`config.mk`:
```
export PLATFORM = sky130hd
export DESIGN_NAME = risc_fetch_unit
export DESIGN_NICKNAME = d
export VERILOG_FILES = /design/src/rtl/risc_pkg.sv /design/src/rtl/fetch_queue.sv /design/src/rtl/risc_fetch_unit.sv
export SDC_FILE = /design/constraint.sdc
export NUM_CORES = 1
export LEC_CHECK = 0
export BUFFER_PORTS_ARGS = -buffer_cell sky130_fd_sc_hd__buf_2
export CORE_UTILIZATION = 60
export CTS_CLUSTER_DIAMETER = 100
export DETAILED_ROUTE_END_ITERATION = 8
export PLACE_DENSITY = 0.95
export SLEW_MARGIN = 20
export SYNTH_ARGS = -nofsm -noshare
export SYNTH_HDL_FRONTEND = slang
export SYNTH_SLANG_ARGS = --single-unit
```
`constraint.sdc`:
```
create_clock -name i_clk -period 8.1 [get_ports i_clk]
set_input_delay 2.43 -clock i_clk [delete_from_list [all_inputs] [get_ports i_clk]]
set_output_delay 2.43 -clock i_clk [all_outputs]
set_load 0.05 [all_outputs]
```
`src/rtl/risc_pkg.sv`:
```
// risc_pkg: shared constants for the 16-bit RISC core.
// Provides the instruction width, major opcode values and the redirect-kind encoding.
package risc_pkg;
    localparam int INSTR_W = 16;
    localparam logic [3:0] LOAD_W  = 4'd0;
    localparam logic [3:0] STORE_W = 4'd1;
    localparam logic [3:0] BEQ     = 4'd11;
    localparam logic [3:0] BNE     = 4'd12;
    localparam logic [3:0] JMP     = 4'd13;
    typedef enum logic {
        REDIR_BRANCH = 1'b0,
        REDIR_JUMP   = 1'b1
    } redirect_kind_e;
endpackage

```
`src/rtl/fetch_queue.sv`:
```
// fetch_queue: synchronous FIFO of {instr, pc} entries with synchronous clear.
// Ports: i_clk/i_rst_n clock and async active-low reset; i_clr empties the queue
// (wins over a same-cycle push); i_push/i_instr/i_pc write an entry; i_pop
// retires the head; o_instr/o_pc/o_valid present the head; o_count is occupancy.
module fetch_queue
    import risc_pkg::*;
#(
    parameter int PC_W   = 16,
    parameter int QDEPTH = 2,
    localparam int CNT_W = $clog2(QDEPTH + 1)
) (
    input  logic               i_clk,
    input  logic               i_rst_n,
    input  logic               i_clr,
    input  logic               i_push,
    input  logic [INSTR_W-1:0] i_instr,
    input  logic [PC_W-1:0]    i_pc,
    input  logic               i_pop,
    output logic [INSTR_W-1:0] o_instr,
    output logic [PC_W-1:0]    o_pc,
    output logic               o_valid,
    output logic [CNT_W-1:0]   o_count
);
    localparam int PW = $clog2(QDEPTH);

    typedef struct packed {
        logic [INSTR_W-1:0] instr;
        logic [PC_W-1:0]    pc;
    } entry_t;

    entry_t           mem_q [QDEPTH];
    entry_t           mem_d [QDEPTH];
    logic [PW-1:0]    rd_q, rd_d, wr_q, wr_d;
    logic [CNT_W-1:0] cnt_q, cnt_d;

    function automatic logic [PW-1:0] nxt(input logic [PW-1:0] p);
        return (p == PW'(QDEPTH - 1)) ? '0 : p + PW'(1);
    endfunction

    always_comb begin
        mem_d = mem_q;
        rd_d  = rd_q;
        wr_d  = wr_q;
        cnt_d = cnt_q;
        if (i_clr) begin
            rd_d  = '0;
            wr_d  = '0;
            cnt_d = '0;
        end else begin
            if (i_push) begin
                mem_d[wr_q] = '{instr: i_instr, pc: i_pc};
                wr_d        = nxt(wr_q);
            end
            rd_d  = i_pop ? nxt(rd_q) : rd_q;
            cnt_d = cnt_q + CNT_W'(i_push) - CNT_W'(i_pop);
        end
    end

    always_ff @(posedge i_clk or negedge i_rst_n) begin
        if (!i_rst_n) begin
            mem_q <= '{default: '0};
            rd_q  <= '0;
            wr_q  <= '0;
            cnt_q <= '0;
        end else begin
            mem_q <= mem_d;
            rd_q  <= rd_d;
            wr_q  <= wr_d;
            cnt_q <= cnt_d;
        end
    end

    assign o_instr = mem_q[rd_q].instr;
    assign o_pc    = mem_q[rd_q].pc;
    assign o_valid = cnt_q != '0;
    assign o_count = cnt_q;
endmodule

```
`src/rtl/risc_fetch_unit.sv`:
```
// risc_fetch_unit: instruction fetch stage - PC, synchronous imem requests, fetch queue, redirects.
// Ports: i_clk/i_rst_n clock and async active-low reset; o_imem_en/o_imem_addr fetch request,
// i_imem_data word returned the cycle after a request; o_instr/o_instr_pc/o_instr_valid queue
// head to decode, i_instr_ready decode accept; i_redirect/i_redirect_kind/i_redirect_pc/
// i_redirect_offset branch (kind 0) or jump (kind 1) redirect from downstream.
// Define RISC_FETCH_PREDECODE_EN to redirect jumps as soon as their word returns from memory.
module risc_fetch_unit
    import risc_pkg::*;
#(
    parameter int              PC_W     = 16,
    parameter int              QDEPTH   = 2,
    parameter logic [PC_W-1:0] RESET_PC = '0
) (
    input  logic               i_clk,
    input  logic               i_rst_n,
    output logic               o_imem_en,
    output logic [PC_W-1:0]    o_imem_addr,
    input  logic [INSTR_W-1:0] i_imem_data,
    output logic [INSTR_W-1:0] o_instr,
    output logic [PC_W-1:0]    o_instr_pc,
    output logic               o_instr_valid,
    input  logic               i_instr_ready,
    input  logic               i_redirect,
    input  logic               i_redirect_kind,
    input  logic [PC_W-1:0]    i_redirect_pc,
    input  logic [11:0]        i_redirect_offset
);
    localparam int CNT_W = $clog2(QDEPTH + 1);
    localparam int OW    = CNT_W + 1;

    logic [PC_W-1:0]  fetch_pc_q, fetch_pc_d, req_pc_q, req_pc_d;
    logic             inflight_q, inflight_d, kill_q, kill_d;
    logic [CNT_W-1:0] q_count;
    logic [OW-1:0]    occ;
    logic             pop, resp_ok, ext_redir, pd_jump;
    logic [PC_W-1:0]  ext_tgt, pd_tgt;

    // Jump keeps the upper bits of the sequential successor and replaces the low 12.
    function automatic logic [PC_W-1:0] jump_target(input logic [PC_W-1:0] pc, input logic [11:0] off);
        logic [PC_W-1:0] pc1;
        pc1 = pc + PC_W'(1);
        return (pc1 & ~PC_W'(12'hFFF)) | PC_W'(off);
    endfunction

    fetch_queue #(.PC_W(PC_W), .QDEPTH(QDEPTH)) u_queue (
        .i_clk   (i_clk),
        .i_rst_n (i_rst_n),
        .i_clr   (ext_redir),
        .i_push  (resp_ok),
        .i_instr (i_imem_data),
        .i_pc    (req_pc_q),
        .i_pop   (pop),
        .o_instr (o_instr),
        .o_pc    (o_instr_pc),
        .o_valid (o_instr_valid),
        .o_count (q_count)
    );

    assign pop         = o_instr_valid & i_instr_ready;
    assign resp_ok     = inflight_q & ~kill_q;
    // Queued plus in-flight words, minus the one leaving, must leave room for a new request.
    assign occ         = OW'(q_count) + OW'(inflight_q) - OW'(pop);
    assign o_imem_en   = i_rst_n & (occ < OW'(QDEPTH));
    assign o_imem_addr = fetch_pc_q;

    always_comb begin
        ext_tgt = (i_redirect_kind == REDIR_JUMP) ? jump_target(i_redirect_pc, i_redirect_offset)
                : i_redirect_pc + PC_W'(1) + {{(PC_W-6){i_redirect_offset[5]}}, i_redirect_offset[5:0]};
`ifdef RISC_FETCH_PREDECODE_EN
        ext_redir = i_redirect & (i_redirect_kind == REDIR_BRANCH);
        pd_jump   = resp_ok & (i_imem_data[15:12] == JMP);
        pd_tgt    = jump_target(req_pc_q, i_imem_data[11:0]);
`else
        ext_redir = i_redirect;
        pd_jump   = 1'b0;
        pd_tgt    = '0;
`endif
        fetch_pc_d = ext_redir ? ext_tgt
                   : pd_jump   ? pd_tgt
                   : o_imem_en ? fetch_pc_q + PC_W'(1)
                   : fetch_pc_q;
        req_pc_d   = fetch_pc_q;
        inflight_d = o_imem_en;
        kill_d     = o_imem_en & (ext_redir | pd_jump);
    end

    always_ff @(posedge i_clk or negedge i_rst_n) begin
        if (!i_rst_n) begin
            fetch_pc_q <= RESET_PC;
            req_pc_q   <= '0;
            inflight_q <= 1'b0;
            kill_q     <= 1'b0;
        end else begin
            fetch_pc_q <= fetch_pc_d;
            req_pc_q   <= req_pc_d;
            inflight_q <= inflight_d;
            kill_q     <= kill_d;
        end
    end
endmodule

```
==> flow_summary.ini, run 1 <==
[cells_and_area]
layout.nets = 650
multi_input_area_um2 = 2900
antenna_cells = 0
drive_gt1_share_pct = 38.6
seq_area_um2 = 2550
fillers = 585
area_growth_pct = 14.0

[worst_setup_path]
cpPeakStageDelay_ns = 0.38
critPathKind = input pin to primary output
critPathCaptureType = primary output
crit_fanout = 5
critPathSlowestCell = fa_1
cp_data_required_time_ns = 5.67
cp.buffers_inverters = 3
start_kind = input pin
path_delay_family = adder cells
arrival_ns = 4.41
crit_chain = buf_2 -> and2_1 -> ha_1 -> inv_1 -> nand2_1 -> fa_1 -> xnor2_1 -> and2_1 -> buf_2

[global_routing]
busiest_layer = met2
use_met1_pct = 32.0
antenna_found_initial = 0
use_met2_pct = 46.5
grt.met3_usage_pct = 4.65
grt_pass1_wl_mm = 20.2
grt_usage_pct = 26.5
grt_max_degree = 61
grt_overflow = 0
grt_pass1_vias = 4234

[timing]
fmax_mhz = 146
final_max_slew_viol_count = 0
worst_pin_slew_ns = 0.718
setup_viol_count_final = 0
finalHoldViolCount = 0
slew_headroom_pct = 52.1
setup_slack_ns = 1.26
rsz0062_at_grt = no
fin_crit_sh_pct = 84.5
fin_tns_setup_ns = 0
fin_crit_ns = 6.84
skew_ns = 0.0119

[synth]
ys_warn_count = 0
syn-num-nets = 558
synth_cells = 483
yosys_register_bits = 102
synth-edff-count = 0
ys.flop_type = dfrtp_1
ys_seq_area_share_pct = 45.9
syn_area_um2 = 5570
synthArstFlopShare_pct = 100
postSynthAreaPerCell_um2 = 11.5
ys_types = 46

[power_and_ir_drop]
powerDensity_nw_per_um2 = 379
ir_drop_uv = 193
p_total_mw = 2.40
cellLeakagePower_nw = 2.94

[floorplan]
ios = 99
row_count = 34
dieHeight_um = 98.3
dieArea_um2 = 9670
die_w_um = 98.3
core-area_um2 = 8850
initial_core_util_pct = 62.9

[clock_network]
numCtsBuffers = 9
clk_pin_slew_worst_paths_ns = 0.09
cts_tree = built
cts_setup_buffers = 0
clk_latency_ns = 0.36
cts-htree-levels = 3
clock_sinks = 102
ctsRootBufferMaster = clkbuf_8
hold_buffers = 0
clockBufferDepth = 2
ctsResizeCount = 0

[route]
num_vias = 4034
firstDrtPassIters = 9
ant_nets = 0
drt_iter0_drc = 214
wl_mm = 11.9
vias_per_cell = 5.86
drc = 5
wl_per_cell_um = 17.3

[place]
place_congestion = 0.957
pre_cts_slack_ns = 1.29
place.port_buffers = 98
hpwl_mm = 8.66

[run]
cap_violations = 0

[hold_path]
min_path_type = flop to flop

[outcome]
violations = design-rule violations
outcome = finished, violations left
==> final timing paths <==
check                      cells past startpoint           endpoint                from  slack, ns
max reg2reg                                   13    o_imem_addr[12]  u_queue.o_count[1]       4.92
min in group asynchronous                      1  u_queue.mem_q[25]             i_rst_n       2.04
min reg2reg                                    0       req_pc_q[15]     o_imem_addr[15]       0.46
min                                            0       req_pc_q[15]     o_imem_addr[15]       0.46
max                                            9          o_imem_en       i_instr_ready       1.26
max in group asynchronous                      2       req_pc_q[13]             i_rst_n       4.92
==> synthesized netlist by cell type (2+ instances only) <==
cell,n,area [µm²]
nand4_1,7,43.8
nand2b_1,2,12.5
and4_1,3,26.3
nor3_1,5,25.0
fa_1,2,40.0
nor2b_1,5,31.3
clkbuf_1,12,45.0
a211oi_1,4,30.0
a21oi_1,22,110
a21o_1,7,52.6
o211a_1,2,20.0
nand2_1,33,124
and2_1,5,31.3
buf_1,2,7.51
o22ai_1,5,31.3
and3_2,4,30.0
buf_2,7,35.0
o211ai_1,4,30.0
nor2_1,24,90.1
ha_1,24,300
a31oi_1,2,12.5
o32ai_1,2,17.5
xor2_1,16,140
inv_1,9,33.8
o21ai_0,8,40.0
o31ai_1,2,15.0
nand3_1,14,70.1
dfrtp_1,102,2550
xnor2_1,25,219
mux2_2,96,1080
o21a_1,2,15.0
mux2i_1,6,60.1
and3_1,7,43.8
==> power breakdown <==
group          switching [mW]  internal [mW]  leakage, nW  total, mW
logic                   0.799          0.435         1.61       1.23
registers               0.128          0.715         1.23      0.843
clock network           0.180          0.147        0.101      0.328
==> sequential cells by signal, indices dropped and copies added, names as in the netlist <==
name / flops
o_imem_addr: 16
req_pc_q: 16
inflight_q: 1
kill_q: 1
u_queue.rd_q: 1
u_queue.o_count: 2
u_queue.wr_q: 1
u_queue.mem_q: 64
==> cells in the final DEF (no fill, tap or decap), types with 5 or more instances in the layout <==
master / instances
ha_1: 24
nand3_1: 14
and3_1: 7
inv_1: 9
o22ai_1: 5
nand2_1: 33
nand4_1: 7
nor2_1: 24
and2_1: 5
xor2_1: 16
o21ai_0: 8
a21oi_1: 22
a21o_1: 7
nor2b_1: 5
buf_2: 97
dfrtp_1: 102
buf_4: 5
xnor2_1: 25
nor3_1: 5
mux2_2: 96
clkbuf_8: 9
mux2i_1: 6
==> metrics by stage <==
step / instances / util [%] / area (µm²) / hold WS (ns)
after CTS: 688 / 71.7 / 6350 / 0.456
after floorplan: 483 / - / 5570 / 0.452
after global placement: 672 / 69.4 / 6140 / 0.431
final: 688 / 71.7 / 6350 / 0.459
after detailed placement: 672 / 69.4 / 6140 / 0.438
after global routing: 688 / 71.7 / 6350 / 0.484
==> area by class of cell <==
class,count,area share (%)
Clock buffer,9,1.95
Clock inverter,7,1.28
Inverter,9,0.532
Multi-Input combinational cell,351,45.7
Sequential cell,102,40.2
Tap cell,108,2.13
Timing Repair Buffer,102,8.24
==> metal layers <==
layer | vias to the layer above | part of all wire (%)
met1 | 1957 | 40
met2 | 142 | 51
li1 | 1906 | -
met5 | - | 0
met3 | 29 | 5.3
met4 | 0 | 3.1
==> cell families (layout without fill, tap and decap cells) <==
family | count (synthesis) | after routing | share of synthesized area (%)
multiplexers | 103 | 103 | 20.7
AO/OA/AOI/OAI | 65 | 65 | 7.49
XOR/XNOR | 42 | 42 | 6.86
adder cells (fa/ha/maj) | 26 | 26 | 6.11
AND/OR/NAND/NOR | 115 | 115 | 10.8
buffers and inverters | 30 | 127 | 2.18
flip-flops | 102 | 102 | 45.9
Note: power is estimated with default switching activity, not from simulation.
==> inputs of run 2 (changes only) <==
--- a/config.mk
+++ b/config.mk
@@ -5,11 +5,12 @@
 export SDC_FILE = /design/constraint.sdc
 export NUM_CORES = 1
 export LEC_CHECK = 0
+export ABC_AREA = 1
 export BUFFER_PORTS_ARGS = -buffer_cell sky130_fd_sc_hd__buf_2
-export CORE_UTILIZATION = 60
+export CORE_UTILIZATION = 52
 export CTS_CLUSTER_DIAMETER = 100
 export DETAILED_ROUTE_END_ITERATION = 8
-export PLACE_DENSITY = 0.95
+export PLACE_DENSITY = 0.87
 export SLEW_MARGIN = 20
 export SYNTH_ARGS = -nofsm -noshare
 export SYNTH_HDL_FRONTEND = slang
==> constraint.sdc (replaced) <==
create_clock -name i_clk -period 6.2 [get_ports i_clk]
set_input_delay 1.86 -clock i_clk [delete_from_list [all_inputs] [get_ports i_clk]]
set_output_delay 1.86 -clock i_clk [all_outputs]
set_load 0.05 [all_outputs]
==> run 2 against run 1 <==
Net effect:
- utilization decreased by 9.4 points
- register-to-register slack worse by 1.5 ns
- largest cell class unchanged
- count of clock-buffer cells in the layout is 2 higher
- critical path depth rose by 2
- highest routed layer unchanged
- clock skew down 0.0070 ns
- non-clock buffer count up 1
- the run now ends clean
- worst hold slack got worse by 0.0060 ns
- global-route usage shrank 2.7 points
- synthesized area grew 7.3%
- die area grew 23%
- final cell count increased by 52%
==> flow_summary.ini, run 2 <==
[clock_network]
ctsResizeCount = 0
numCtsBuffers = 9
cts_tree = built
clk_latency_ns = 0.34
clk_pin_slew_worst_paths_ns = 0.06
ctsRootBufferMaster = clkbuf_16
cts_setup_buffers = 0
clock_sinks = 102
cts-htree-levels = 3
clockBufferDepth = 2
hold_buffers = 0

[synth]
synthArstFlopShare_pct = 100
ys_warn_count = 0
synth-edff-count = 0
ys_types = 42
syn_area_um2 = 5970
syn-num-nets = 890
ys_top_cells_by_count = nand2_1, dfrtp_1, inv_1
yosysTopAreaCellShare_pct = 42.7
postSynthAreaPerCell_um2 = 7.33
synth_cells = 815
yosys_register_bits = 102
ys.flop_type = dfrtp_1
yosysTopAreaCell = dfrtp_1
ys_seq_area_share_pct = 42.7
synthMostInstantiatedCell = nand2_1
synth.area.top_cells = dfrtp_1, nand2_1, o21ai_0

[hold_path]
hp-start = o_imem_addr[15]
min_path_type = flop to flop

[worst_setup_path]
crit_fanout = 8
cp-startpoint = i_instr_ready
critPathKind = input pin to primary output
start_kind = input pin
critPathCaptureType = primary output
rrSetupSlack_ns = 3.46
r2r_start = u_queue.o_count[1]
arrival_ns = 3.59
cp_data_required_time_ns = 4.34

[floorplan]
dieHeight_um = 109
initial_core_util_pct = 54.1
row_count = 38
dieArea_um2 = 11900
core-area_um2 = 11000
ios = 99
die_w_um = 109

[place]
hpwl_mm = 9.58
pre_cts_slack_ns = 0.737
place.port_buffers = 98
dp_cells = 1029
dpl-instance-area_um2 = 6560
place_congestion = 0.946

[global_routing]
grt_overflow = 0
grt_pass1_wl_mm = 22.4
grt_usage_pct = 23.8
grt_pass1_vias = 5095
grt_max_degree = 65
antenna_found_initial = 0

[timing]
fin_crit_sh_pct = 88.0
rsz0062_at_grt = no
worst_hold_slack_ns = 0.453
final_max_slew_viol_count = 0
fin_crit_ns = 5.45
setup_slack_ns = 0.746
fin_tns_setup_ns = 0
setup_viol_count_final = 0
worst_pin_slew_ns = 1.01
finalHoldViolCount = 0
slew_headroom_pct = 32.3
fmax_mhz = 183
skew_ns = 0.00491

[outcome]
outcome = completed

[cells_and_area]
final_area_um2 = 6880
final_core_util_pct = 62.4
multi_input_area_um2 = 2910
layout_common_cells = nand2_1, dfrtp_1, buf_2
seq_area_um2 = 2550
fin_cells = 1045
largest_register_ffs = 64
layout.nets = 975
fillers = 952
drive_gt1_share_pct = 16.0
area_growth_pct = 15.2
antenna_cells = 0
final_common_cell = nand2_1
top_register = u_queue.mem_q

[route]
wl_mm = 13.4
num_vias = 5367
drt_iter0_drc = 400
vias_per_cell = 5.14
wl_per_cell_um = 12.8
ant_nets = 0
drc = 0
firstDrtPassIters = 5

[power_and_ir_drop]
p_total_mw = 3.37
powerDensity_nw_per_um2 = 491
ir_drop_uv = 373
cellLeakagePower_nw = 3.77

[run]
cap_violations = 0
-- run 2: final timing paths --
check / endpoint / cells past startpoint
worst max-delay path: o_imem_en / 11
worst min-delay path: req_pc_q[15] / 0
worst max register to register: o_imem_addr[11] / 16
worst min register to register: req_pc_q[15] / 0
max in group asynchronous: u_queue.mem_q[17] / 3
min in group asynchronous: u_queue.mem_q[57] / 2
-- run 2: cell type report --
class	count	share of cell area, %
Sequential cell	102	37.1
Clock buffer	11	3.67
Multi-Input combinational cell	581	42.3
Inverter	103	5.66
Timing Repair Buffer	103	7.71
Tap cell	140	2.55
Clock inverter	5	0.964
-- run 2: critical path: stages --
cell     delay [ns]
buf_2          0.09
nand2_1        0.08
inv_1          0.05
ha_1           0.26
inv_1          0.07
nand2_1        0.07
fa_1           0.37
xnor2_1        0.13
and3_1         0.16
buf_4          0.17
buf_2          0.28
-- run 2: power breakdown --
group	internal (mW)	switching (mW)	leakage [nW]
sequential	0.952	0.197	1.27
clock	0.339	0.242	0.154
combinational	0.421	1.22	2.35
total	1.71	1.66	3.77
-- run 2: layer usage --
metal	up-vias	routed length [µm]	part of all wire [%]	GRT usage [%]
li1	2733	-	-	-
met1	2437	5830	43	29.1
met2	164	6620	49	41.9
met3	33	621	4.6	2.33
met4	0	355	2.6	11.6
met5	-	0	0	0
-- run 2: cell families (layout without fill, tap and decap cells) --
group | Yosys count | in the layout | share of synthesized area, %
XOR/XNOR | 22 | 22 | 3.23
buffers and inverters | 132 | 222 | 8.59
AO/OA/AOI/OAI | 135 | 135 | 12.0
AND/OR/NAND/NOR | 398 | 398 | 27.7
adder cells (fa/ha/maj) | 26 | 26 | 5.70
flip-flops | 102 | 102 | 42.7
==> inputs of run 3 (changes only) <==
--- a/config.mk
+++ b/config.mk
@@ -7,10 +7,12 @@
 export LEC_CHECK = 0
 export ABC_AREA = 1
 export BUFFER_PORTS_ARGS = -buffer_cell sky130_fd_sc_hd__buf_2
+export CAP_MARGIN = 15
 export CORE_UTILIZATION = 52
 export CTS_CLUSTER_DIAMETER = 100
 export DETAILED_ROUTE_END_ITERATION = 8
 export PLACE_DENSITY = 0.87
+export RECOVER_POWER = 100
 export SLEW_MARGIN = 20
 export SYNTH_ARGS = -nofsm -noshare
 export SYNTH_HDL_FRONTEND = slang
==> run 3 against run 2 <==
Net effect:
- the run now ends with max-capacitance violations, max-slew violations left
- via count grew 0.30%
- utilization shrank 0.85 points
- total power shrank 1.5%
==> flow_summary.ini, run 3 (synthesis results as in run 2) <==
[outcome]
outcome = finished, violations left
violations = max-capacitance violations, max-slew violations

[cells_and_area]
drive_gt1_share_pct = 10.1
antenna_cells = 0
area_growth_pct = 13.6
final_common_cell = nand2_1
top_register = u_queue.mem_q
layout.nets = 975
layout_common_cells = nand2_1, dfrtp_1, inv_1
largest_register_ffs = 64
fin_cells = 1045

[power_and_ir_drop]
cellLeakagePower_nw = 3.60
powerDensity_nw_per_um2 = 490
p_total_mw = 3.33
ir_drop_uv = 363

[worst_setup_path]
crit_fanout = 34
crit_chain = clkbuf_1 -> clkinv_1 -> nand2_1 -> nand2_1 -> clkbuf_1
start_kind = flop
critPathKind = flop to primary output
cp-startpoint = u_queue.rd_q
cp.buffers_inverters = 3
crit_cells = 5
path_delay_family = buffers and inverters
critPathCaptureType = primary output
timing.rr.end = o_imem_addr[11]
cpPeakStageDelay_ns = 1.36
r2r_start = u_queue.o_count[1]
critPathSlowestCell = clkinv_1
cp_data_required_time_ns = 4.34
arrival_ns = 3.87
r2r_cells = 16
rrSetupSlack_ns = 2.40
critPathCapture = o_instr[15]

[timing]
worst_pin_slew_ns = 2.29
finalHoldViolCount = 0
fin_crit_sh_pct = 92.3
fin_tns_setup_ns = 0
fin_crit_ns = 5.73
setup_viol_count_final = 0
setup_slack_ns = 0.475
final_max_slew_viol_count = 210
rsz0062_at_grt = no
slew_headroom_pct = -52.7
fmax_mhz = 175
worst_hold_slack_ns = 0.457
skew_ns = 0.00475

[floorplan]
row_count = 38
dieHeight_um = 109
ios = 99
core-area_um2 = 11000
die_w_um = 109
initial_core_util_pct = 54.1
dieArea_um2 = 11900

[hold_path]
min_path_type = flop to flop
hold-path-cell-count = 0

[run]
cap_violations = 4

[route]
ant_nets = 0
drt_iter0_drc = 408
firstDrtPassIters = 5
wl_mm = 13.6
num_vias = 5383
wl_per_cell_um = 13.0
vias_per_cell = 5.15
drc = 0

[clock_network]
clock_sinks = 102
clockBufferDepth = 2
cts-htree-levels = 3
clk_latency_ns = 0.34
ctsResizeCount = 0
ctsRootBufferMaster = clkbuf_16
cts_setup_buffers = 0
clk_pin_slew_worst_paths_ns = 0.07
cts_tree = built
numCtsBuffers = 9
hold_buffers = 0

[global_routing]
grt_overflow = 0
grt_pass1_vias = 5095
antenna_found_initial = 0
grt_usage_pct = 23.8
grt_max_degree = 65
grt_pass1_wl_mm = 22.4

[place]
dp_cells = 1029
hpwl_mm = 9.58
place.port_buffers = 98
pre_cts_slack_ns = 0.737
place_congestion = 0.946
## run 3: cell count changes in the layout (fill, tap and decap cells not counted), moves of 2 or more
cell	previous run	this run
clkbuf_1	0	50
buf_2	97	52
o21ai_0	74	83
o21ai_1	13	4
buf_4	6	0
nand2_1	275	277
## run 3: per-layer routing
layer  global-route usage [%]  up-vias  part of all wire [%]  wire length (µm)
met2                     41.9      166                    49              6700
met4                     11.6        0                   2.3               316
li1                         -     2735                     -                 -
met1                     29.1     2448                    44              5950
met5                        0        -                     0                 0
met3                     2.33       34                   4.5               609
## run 3: worst min path at each step
stage | to | from | slack [ns]
after global routing | req_pc_q[15] | o_imem_addr[15] | 0.47
final | req_pc_q[15] | o_imem_addr[15] | 0.46
after global placement | req_pc_q[15] | o_imem_addr[15] | 0.43
after detailed placement | req_pc_q[15] | o_imem_addr[15] | 0.44
after floorplan | u_queue.mem_q[30] | u_queue.mem_q[30] | 0.45
after CTS | req_pc_q[15] | o_imem_addr[15] | 0.45
## run 3: worst register-to-register path: stages (launching register included)
cell,delay [ns]
dfrtp_1,0.42
inv_1,0.09
nand2_1,0.07
nand2_1,0.09
inv_1,0.05
ha_1,0.26
inv_1,0.07
nand2_1,0.07
fa_1,0.37
xnor2_1,0.13
and3_1,0.15
clkbuf_1,0.32
clkinvlp_2,0.40
nand2_1,0.55
inv_1,0.29
a31oi_1,0.25
a21oi_1,0.10
## run 3: cell type report
type / count / area [µm²]
fill: 986 / 4250
multi-input combinational: 581 / 2900
sequential: 102 / 2550
timing repair buffer: 103 / 453
inverter: 103 / 388
clock buffer: 11 / 253
tap: 140 / 175
clock inverter: 5 / 66.3
## run 3: per-stage QoR
stage,util [%],area [µm²]
finish,61.5,6790
global route,61.5,6790
CTS,62.4,6880
detailed placement,59.5,6560
global placement,59.5,6560
floorplan,-,5970
## run 3: power by group
group | internal [mW] | total, mW | switching (mW) | leakage (nW)
Clock | 0.339 | 0.582 | 0.243 | 0.154
Sequential | 0.953 | 1.15 | 0.201 | 1.27
Combinational | 0.367 | 1.59 | 1.22 | 2.18
Total | 1.66 | 3.33 | 1.67 | 3.60
